$ cat src/rtl/ex_btc_bilin_blend_pkg.sv
// ex_btc_bilin_blend_pkg: shared state encodings and texel order for the bilinear blend stage
package ex_btc_bilin_blend_pkg;
  typedef enum logic [1:0] {BLN_IDLE = 2'd0, BLN_ACC = 2'd1, BLN_OUT = 2'd2} bln_state_e;
  localparam logic [1:0] TEX_00 = 2'd0;
  localparam logic [1:0] TEX_10 = 2'd1;
  localparam logic [1:0] TEX_01 = 2'd2;
  localparam logic [1:0] TEX_11 = 2'd3;
  localparam int CH_W = 16;
  localparam int N_CH = 4;
endpackage

$ cat src/rtl/ex_btc_bilin_mac.sv
// ex_btc_bilin_mac: one channel's texel-times-weight product added onto its running accumulator
module ex_btc_bilin_mac import ex_btc_bilin_blend_pkg::*; #(
  parameter int WW = 9,
  parameter int AW = 25
) (
  input  logic [CH_W-1:0] tex,
  input  logic [WW-1:0]   w,
  input  logic [AW-1:0]   acc_i,
  output logic [AW-1:0]   acc_o
);
  assign acc_o = acc_i + AW'(tex) * AW'(w);
endmodule

$ cat src/rtl/ex_btc_bilin_blend.sv
// ex_btc_bilin_blend: collects a 2x2 texel footprint and emits its bilinear (or point) filtered texel
module ex_btc_bilin_blend import ex_btc_bilin_blend_pkg::*; #(
  parameter int FRAC_BITS = 4
) (
  input  logic                 clock,
  input  logic                 reset,
  input  logic                 cmdValid,
  output logic                 cmdReady,
  input  logic [FRAC_BITS-1:0] cmdFracU,
  input  logic [FRAC_BITS-1:0] cmdFracV,
  input  logic                 cmdPoint,
  input  logic                 texValid,
  output logic                 texReady,
  input  logic [63:0]          texVal,
  output logic                 outValid,
  input  logic                 outReady,
  output logic [63:0]          outVal
);
  localparam int WW = 2*FRAC_BITS+1;
  localparam int AW = CH_W+WW;
  localparam logic [AW-1:0] BIAS = AW'(1) << (2*FRAC_BITS-1);
  localparam logic [WW-1:0] S = WW'(1) << FRAC_BITS;
  bln_state_e state_q, state_d;
  logic [1:0] cnt_q, cnt_d;
  logic [FRAC_BITS-1:0] fu_q, fu_d, fv_q, fv_d;
  logic pt_q, pt_d;
  logic [N_CH-1:0][AW-1:0] acc_q, acc_d, sum;
  logic [63:0] out_q, out_d, blend;
  logic [WW-1:0] fu_x, fv_x, su, sv, w;
  // weight for the texel about to arrive, selected by its position in the footprint
  always_comb begin
    fu_x = WW'(fu_q);
    fv_x = WW'(fv_q);
    su = S - fu_x;
    sv = S - fv_x;
    w = cnt_q == TEX_00 ? su * sv : cnt_q == TEX_10 ? fu_x * sv : cnt_q == TEX_01 ? su * fv_x : fu_x * fv_x;
  end
  for (genvar c = 0; c < N_CH; c++) begin : g_mac
    ex_btc_bilin_mac #(.WW(WW), .AW(AW)) u_mac (
      .tex  (texVal[CH_W*c +: CH_W]),
      .w    (w),
      .acc_i(acc_q[c]),
      .acc_o(sum[c])
    );
    assign blend[CH_W*c +: CH_W] = sum[c][2*FRAC_BITS +: CH_W];
  end
  // command latch, texel accumulation and result hand-off
  always_comb begin
    state_d = state_q;
    cnt_d = cnt_q;
    fu_d = fu_q;
    fv_d = fv_q;
    pt_d = pt_q;
    acc_d = acc_q;
    out_d = out_q;
    if (state_q == BLN_IDLE) begin
      if (cmdValid) begin
        fu_d = cmdFracU;
        fv_d = cmdFracV;
        pt_d = cmdPoint;
        cnt_d = '0;
        acc_d = {N_CH{BIAS}};
        state_d = BLN_ACC;
      end
    end else if (state_q == BLN_ACC) begin
      if (texValid) begin
        acc_d = sum;
        cnt_d = cnt_q + 2'd1;
        if (pt_q || cnt_q == TEX_11) begin
          out_d = pt_q ? texVal : blend;
          state_d = BLN_OUT;
        end
      end
    end else if (outReady) begin
      state_d = BLN_IDLE;
    end
  end
  // state registers; reset drops any partial footprint and pending result
  always_ff @(posedge clock or posedge reset) begin
    if (reset) begin
      state_q <= BLN_IDLE;
      cnt_q <= '0;
      fu_q <= '0;
      fv_q <= '0;
      pt_q <= 1'b0;
      acc_q <= '0;
      out_q <= '0;
    end else begin
      state_q <= state_d;
      cnt_q <= cnt_d;
      fu_q <= fu_d;
      fv_q <= fv_d;
      pt_q <= pt_d;
      acc_q <= acc_d;
      out_q <= out_d;
    end
  end
  assign cmdReady = state_q == BLN_IDLE;
  assign texReady = state_q == BLN_ACC;
  assign outValid = state_q == BLN_OUT;
  assign outVal = out_q;
endmodule

$ cat config.mk
export PLATFORM = sky130hd
export DESIGN_NAME = ex_btc_bilin_blend
export DESIGN_NICKNAME = d
export VERILOG_FILES = /design/src/rtl/ex_btc_bilin_blend_pkg.sv /design/src/rtl/ex_btc_bilin_mac.sv /design/src/rtl/ex_btc_bilin_blend.sv
export SDC_FILE = /design/constraint.sdc
export NUM_CORES = 2
export LEC_CHECK = 0
export CAP_MARGIN = 0
export CORE_MARGIN = 2
export CORE_UTILIZATION = 59
export DETAILED_ROUTE_END_ITERATION = 8
export PLACE_DENSITY_LB_ADDON = 0.1
export SLEW_MARGIN = 10
export SYNTH_ARGS = -nofsm -noshare
export SYNTH_HDL_FRONTEND = slang
export SYNTH_SLANG_ARGS = --single-unit
export TNS_END_PERCENT = 5
$ cat constraint.sdc
create_clock -name clock -period 12 [get_ports clock]
set_clock_uncertainty 0.05 [all_clocks]
set_input_delay 1.2 -clock clock [delete_from_list [all_inputs] [get_ports clock]]
set_output_delay 1.2 -clock clock [all_outputs]
set_load 0.01 [all_outputs]
* Word-level counts from Yosys, hierarchy flattened *
Index checks and enable logic that the tools add are counted.

word-level totals
  flip-flop bits (word level) = 177
  input port bits = 78
  output and inout bits = 67
  logic and storage cells = 62

cells by class
  $add $sub $neg = 7
  multipliers = 8
  equality and inequality tests = 8
  muxes and demuxes = 18
  bitwise gates (word level) = 1
  reductions and logical operators = 10

operators by type and width
  kind                                                    count
  2-to-1 mux 100 bit                                      4
  adder 25 bit                                            4
  multiplier 16 x 9 -> 25 bit                             4
  2-to-1 mux 64 bit                                       1
  2-to-1 mux 9 bit                                        3
  2-to-1 mux 2 bit                                        10
  subtractor 5 x 4 -> 6 bit (first input constant)        2
  multiplier 5 x 6 -> 9 bit                               1
  multiplier 6 x 5 -> 9 bit                               1
  multiplier 6 x 6 -> 9 bit                               1
  multiplier 4 x 4 -> 8 bit                               1
  AND reduction 4 bit                                     2
  == test 2 bit (second input constant)                   3
  == test 2 x 1 -> 1 bit (second input constant)          2
  logical NOT 2 bit                                       2
  nonzero test 2 bit                                      2
  inequality test 3 x 2 -> 1 bit (second input constant)  1
  inequality test 3 bit (second input constant)           1
  AND reduction 3 bit                                     1
  nonzero test 3 bit                                      1
  adder 2 x 1 -> 2 bit (second input constant)            1
  inequality test 2 bit (second input constant)           1
  AND reduction 2 bit                                     1
  logical OR 1 bit                                        1
  NOT 1 bit                                               1

* Depth between registers and ports, before layout *
  word-level depth = 10
  gate-level depth with buffers = 37
  mapped depth without buffers = 35

* By module *
Synthesis repeated with hierarchy kept, for this count alone.

second synthesis, totals
  cells, all modules = 3377
  area total of the unflattened synthesis = 30978.5 µm²

by module, submodules not included
  module                                  instances  cells each  area each (µm²)  seq. area each (µm²)
  ex_btc_bilin_mac at g_mac[0].u_mac ...  2          623         5321.4           0.0
  ex_btc_bilin_blend                      1          898         9750.6           4429.2
  ex_btc_bilin_mac at g_mac[2].u_mac      1          618         5315.1           0.0
  ex_btc_bilin_mac at g_mac[3].u_mac      1          615         5270.1           0.0

* Worst setup path before layout *
OpenSTA, ideal clock, no wires.

  path kind = register -> register
  start point = register fu_q[1]
  end point = register out_q[46], in the netlist outVal[46]
  library setup time = 0.069 ns
  data arrival time = 9.048 ns
  required time = 11.881 ns
  slack = 2.833 ns
  cell stages (with the launch flop) = 35
  buffers on the path = 1
  clock period less this slack = 9.167 ns
  cell sequence = dfrtp_1 inv_1 ha_1 xnor2_1 and2_1 ha_1 inv_1 fa_1 fa_1 inv_1 ha_1 a211oi_1 o21bai_1 a2111o_1 and4_1 nor2_1 clkbuf_1 nand2_1 fa_1 fa_1 fa_1 inv_1 fa_1 inv_1 fa_1 inv_1 ha_1 and3_1 a221o_1 a31o_2 o311a_4 o221ai_4 o21ai_2 or4b_1 nand3_1

on the way
  word-level cells in the longest chain between the ends = 8
  elaborated cells between the ends (all ways) = 11
  classes of those cells = 2 x add/sub; 5 x mul; 4 x mux

ends and longest elaborated chain
  element                          RTL line                  text
  from (decl)                      ex_btc_bilin_blend.sv:25  logic [FRAC_BITS-1:0] fu_q, fu_d, fv_q, fv_d;
  from (signal assigned)           ex_btc_bilin_blend.sv:91  fu_q <= fu_d;
  subtractor 5 x 4 -> 6 bit        ex_btc_bilin_blend.sv:34  su = S - fu_x;
  multiplier 6 x 5 -> 9 bit        ex_btc_bilin_blend.sv:36  w = cnt_q == TEX_00 ? su * sv : cnt_q == TEX_10 ? fu_x * sv : cnt_q == TEX_01 ? su * fv_x : fu_x * fv_x;
  2-to-1 mux 9 bit (2 in series)   ex_btc_bilin_blend.sv:36
  2-to-1 mux 9 bit (*)             ex_btc_bilin_blend.sv:36
  multiplier 16 x 9 -> 25 bit (*)  ex_btc_bilin_mac.sv:11    assign acc_o = acc_i + AW'(tex) * AW'(w);
  adder 25 bit (*)                 ex_btc_bilin_mac.sv:11
  2-to-1 mux 64 bit (*)            ex_btc_bilin_blend.sv:70  out_d = pt_q ? texVal : blend;
  to (signal assigned)             ex_btc_bilin_blend.sv:95  out_q <= out_d;
  to (decl)                        ex_btc_bilin_blend.sv:28  logic [63:0] out_q, out_d, blend;

Every way passes the cells marked *; elsewhere a longest branch is shown, timed or not.
A chain may end at the register's enable or synchronous reset.

* Worst setup path in the final report *
  start point = register fu_q[0]
  end point = register out_q[14], in the netlist outVal[14]

The elaborated chain is that of the path after synthesis.

==> reports/metrics.cfg <==
[floorplanning]
core_area_mm2 = 0.0515
start_util_pct = 59.9
die_area_mm2 = 0.0541
die_h_um = 233
pin_count = 145
dieWidth_um = 233
rows = 83

[sta]
rsz0062_at_grt = false
final_max_slew_viol_count = 0
whs_ns = 0.433
relSlewSlack_pct = 19.1
fin_crit_ns = 10.57
layout_setup_ws_ns = 1.43
setup_tns_ns = 0
setup_viol = 0
fmax_mhz = 94.6
period_share_pct = 88.1
tightest_slew_ns = 1.21
hold_viol = 0

[synth]
ys_seq_area_share_pct = 14.0
yosys-top-cells-count = inv_1 (885), fa_1 (493), nand2_1 (410), and2_1 (357), ha_1 (269)
synth_top_area_share_pct = 32.0
avgSynthCellArea_um2 = 8.60
yosys.cell_count.top_type = inv_1
ys_seq_elements = 173
synth_area_leader_cell = fa_1
syn_inst = 3590
async_reset_ff_share_pct = 100
syn-cell-area_mm2 = 0.0309
yosysWarnings = 0
synthFlopType = dfrtp_1
synth_cell_type_count = 73
synth_edf_count = 0
synthTopCellsByArea = fa_1 (32%), dfrtp_1 (14%), ha_1 (11%), inv_1 (11%), and2_1 (7.2%)
synth_nets = 4430

[grt]
track_usage_pct = 32.8
grt_pass1_vias = 26000
grt_max_degree = 69
grt_first_pass_wirelength_um = 137000
antenna_found_initial = 4
overflow = 0

[job]
cap_violations = 0

[critical_path]
endpoint_kind = flip-flop
crit_path_max_incr_delay_ns = 0.67
cp_slowest_cell = dfrtp_1
worstSetupStartpointType = flip-flop
path_class = reg2reg
worstPathRequired_ns = 12.40
arrival_ns = 10.97
crit_fanout = 29

[routing]
route.detailed.drc = 0
first_pass_iters = 7
final_antenna_net_count = 0
via_count = 24300
wl_per_cell_um = 19.5
drtIter0Drc = 1600
vias_per_cell = 5.66
routed_wl_um = 83900

[clock_tree]
holdBufCountCts = 0
ctsHtreeMaxLevel = 4
clock_latency_ns = 0.52
clkTransAtPathRegs_ns = 0.07
clockBufferDepth = 2
ctsResizeCount = 0
cts_tree = built
cts-root-buf = clkbuf_16
cts_made_buffers = 17
cts_sinks = 173
cts_setup_buffers = 0

[layout]
multi_input_area_mm2 = 0.0226
seq_area_mm2 = 0.00433
final.fill_count = 4428
final_cells = 4302
drive_above_1_share_pct = 2.87
area_growth_pct = 8.39
final_nets = 4447

[placed_design]
dp.cells = 4268
dp_hpwl_um = 62900
place_congestion = 0.926
io_buffer_count = 144
place_ws_ns = 1.51

[min_path]
hold_class = reg2reg

[run_status]
outcome = complete, no violations

-- state kept, by name, summed over array words and instances (netlist names) --
signal,count
fu_q,4
state_q,2
fv_q,4
acc_q,96
pt_q,1
cnt_q,2
outVal,64
-- cells by family after synthesis --
kind of cell | synth area share [%]
AOI/OAI and AO/OA | 9.80
and+or+nand+nor | 15.8
adders and majority gates | 42.9
DFF | 14.0
muxes | 1.37
xor gates and xnor gates | 3.14
buffers and inverters | 12.9
-- per-layer routing --
layer | share of wire [%] | GRT usage (%) | up-vias
li1 | - | - | 10900
met2 | 48 | 55.1 | 871
met5 | 0.027 | 0 | -
met3 | 7.0 | 5.69 | 191
met4 | 3.3 | 12.0 | 4
met1 | 41 | 42.7 | 12400
-- metrics by stage --
stage	utilization [%]	area (µm²)
after floorplan	-	30900
after global placement	63.7	32800
after detailed placement	63.7	32800
after CTS	64.9	33400
after global routing	64.9	33400
final	64.9	33400
-- final cells by class --
cell class | instances | area share, %
antenna | 3 | 0.0224
clock buffer | 19 | 1.32
clock inverter | 12 | 0.486
inverter | 886 | 9.97
multi-input combinational | 2356 | 67.7
sequential | 173 | 13.0
tap | 680 | 2.54
timing repair buffer | 173 | 5.00
-- worst max-delay path: cells and delay by family, from the launching register on --
family          cells  cell delay, ns
compound gates      9            2.36
xor+xnor            1            0.43
fa+ha+maj          11            4.36
buf+inv             7            0.52
flops               1            0.67
simple gates        6            2.11
-- layout by cell type, fill, tap and decap left out, drive strengths merged, types with 31 or more instances in the layout --
| cell | instances |
|---|---|
| fa | 493 |
| clkdlybuf4s50 | 144 |
| o21ai | 128 |
| inv | 888 |
| a21o | 34 |
| and3 | 34 |
| a21oi | 108 |
| o22ai | 40 |
| xnor2 | 70 |
| nor2 | 64 |
| xor2 | 38 |
| nand2 | 410 |
| and2 | 357 |
| o21a | 31 |
| dfrtp | 173 |
| ha | 269 |
-- path summary, 6_finish.rpt --
kind	from	cells past startpoint	slack, ns	endpoint
worst max-delay path	fu_q[0]$_DFFE_PP0P_	34	1.43	outVal[14]$_DFFE_PP0P_
worst min register to register	outVal[0]$_DFFE_PP0P_	2	0.43	outVal[0]$_DFFE_PP0P_
min in group asynchronous	reset	2	1.09	fv_q[1]$_DFFE_PP0P_
worst min-delay path	outVal[0]$_DFFE_PP0P_	2	0.43	outVal[0]$_DFFE_PP0P_
worst max register to register	fu_q[0]$_DFFE_PP0P_	34	1.43	outVal[14]$_DFFE_PP0P_
max in group asynchronous	reset	3	9.53	pt_q$_DFFE_PP0P_
Power is not shown: default switching activity piles up to over one toggle a cycle in this logic, so the estimate is an artifact.
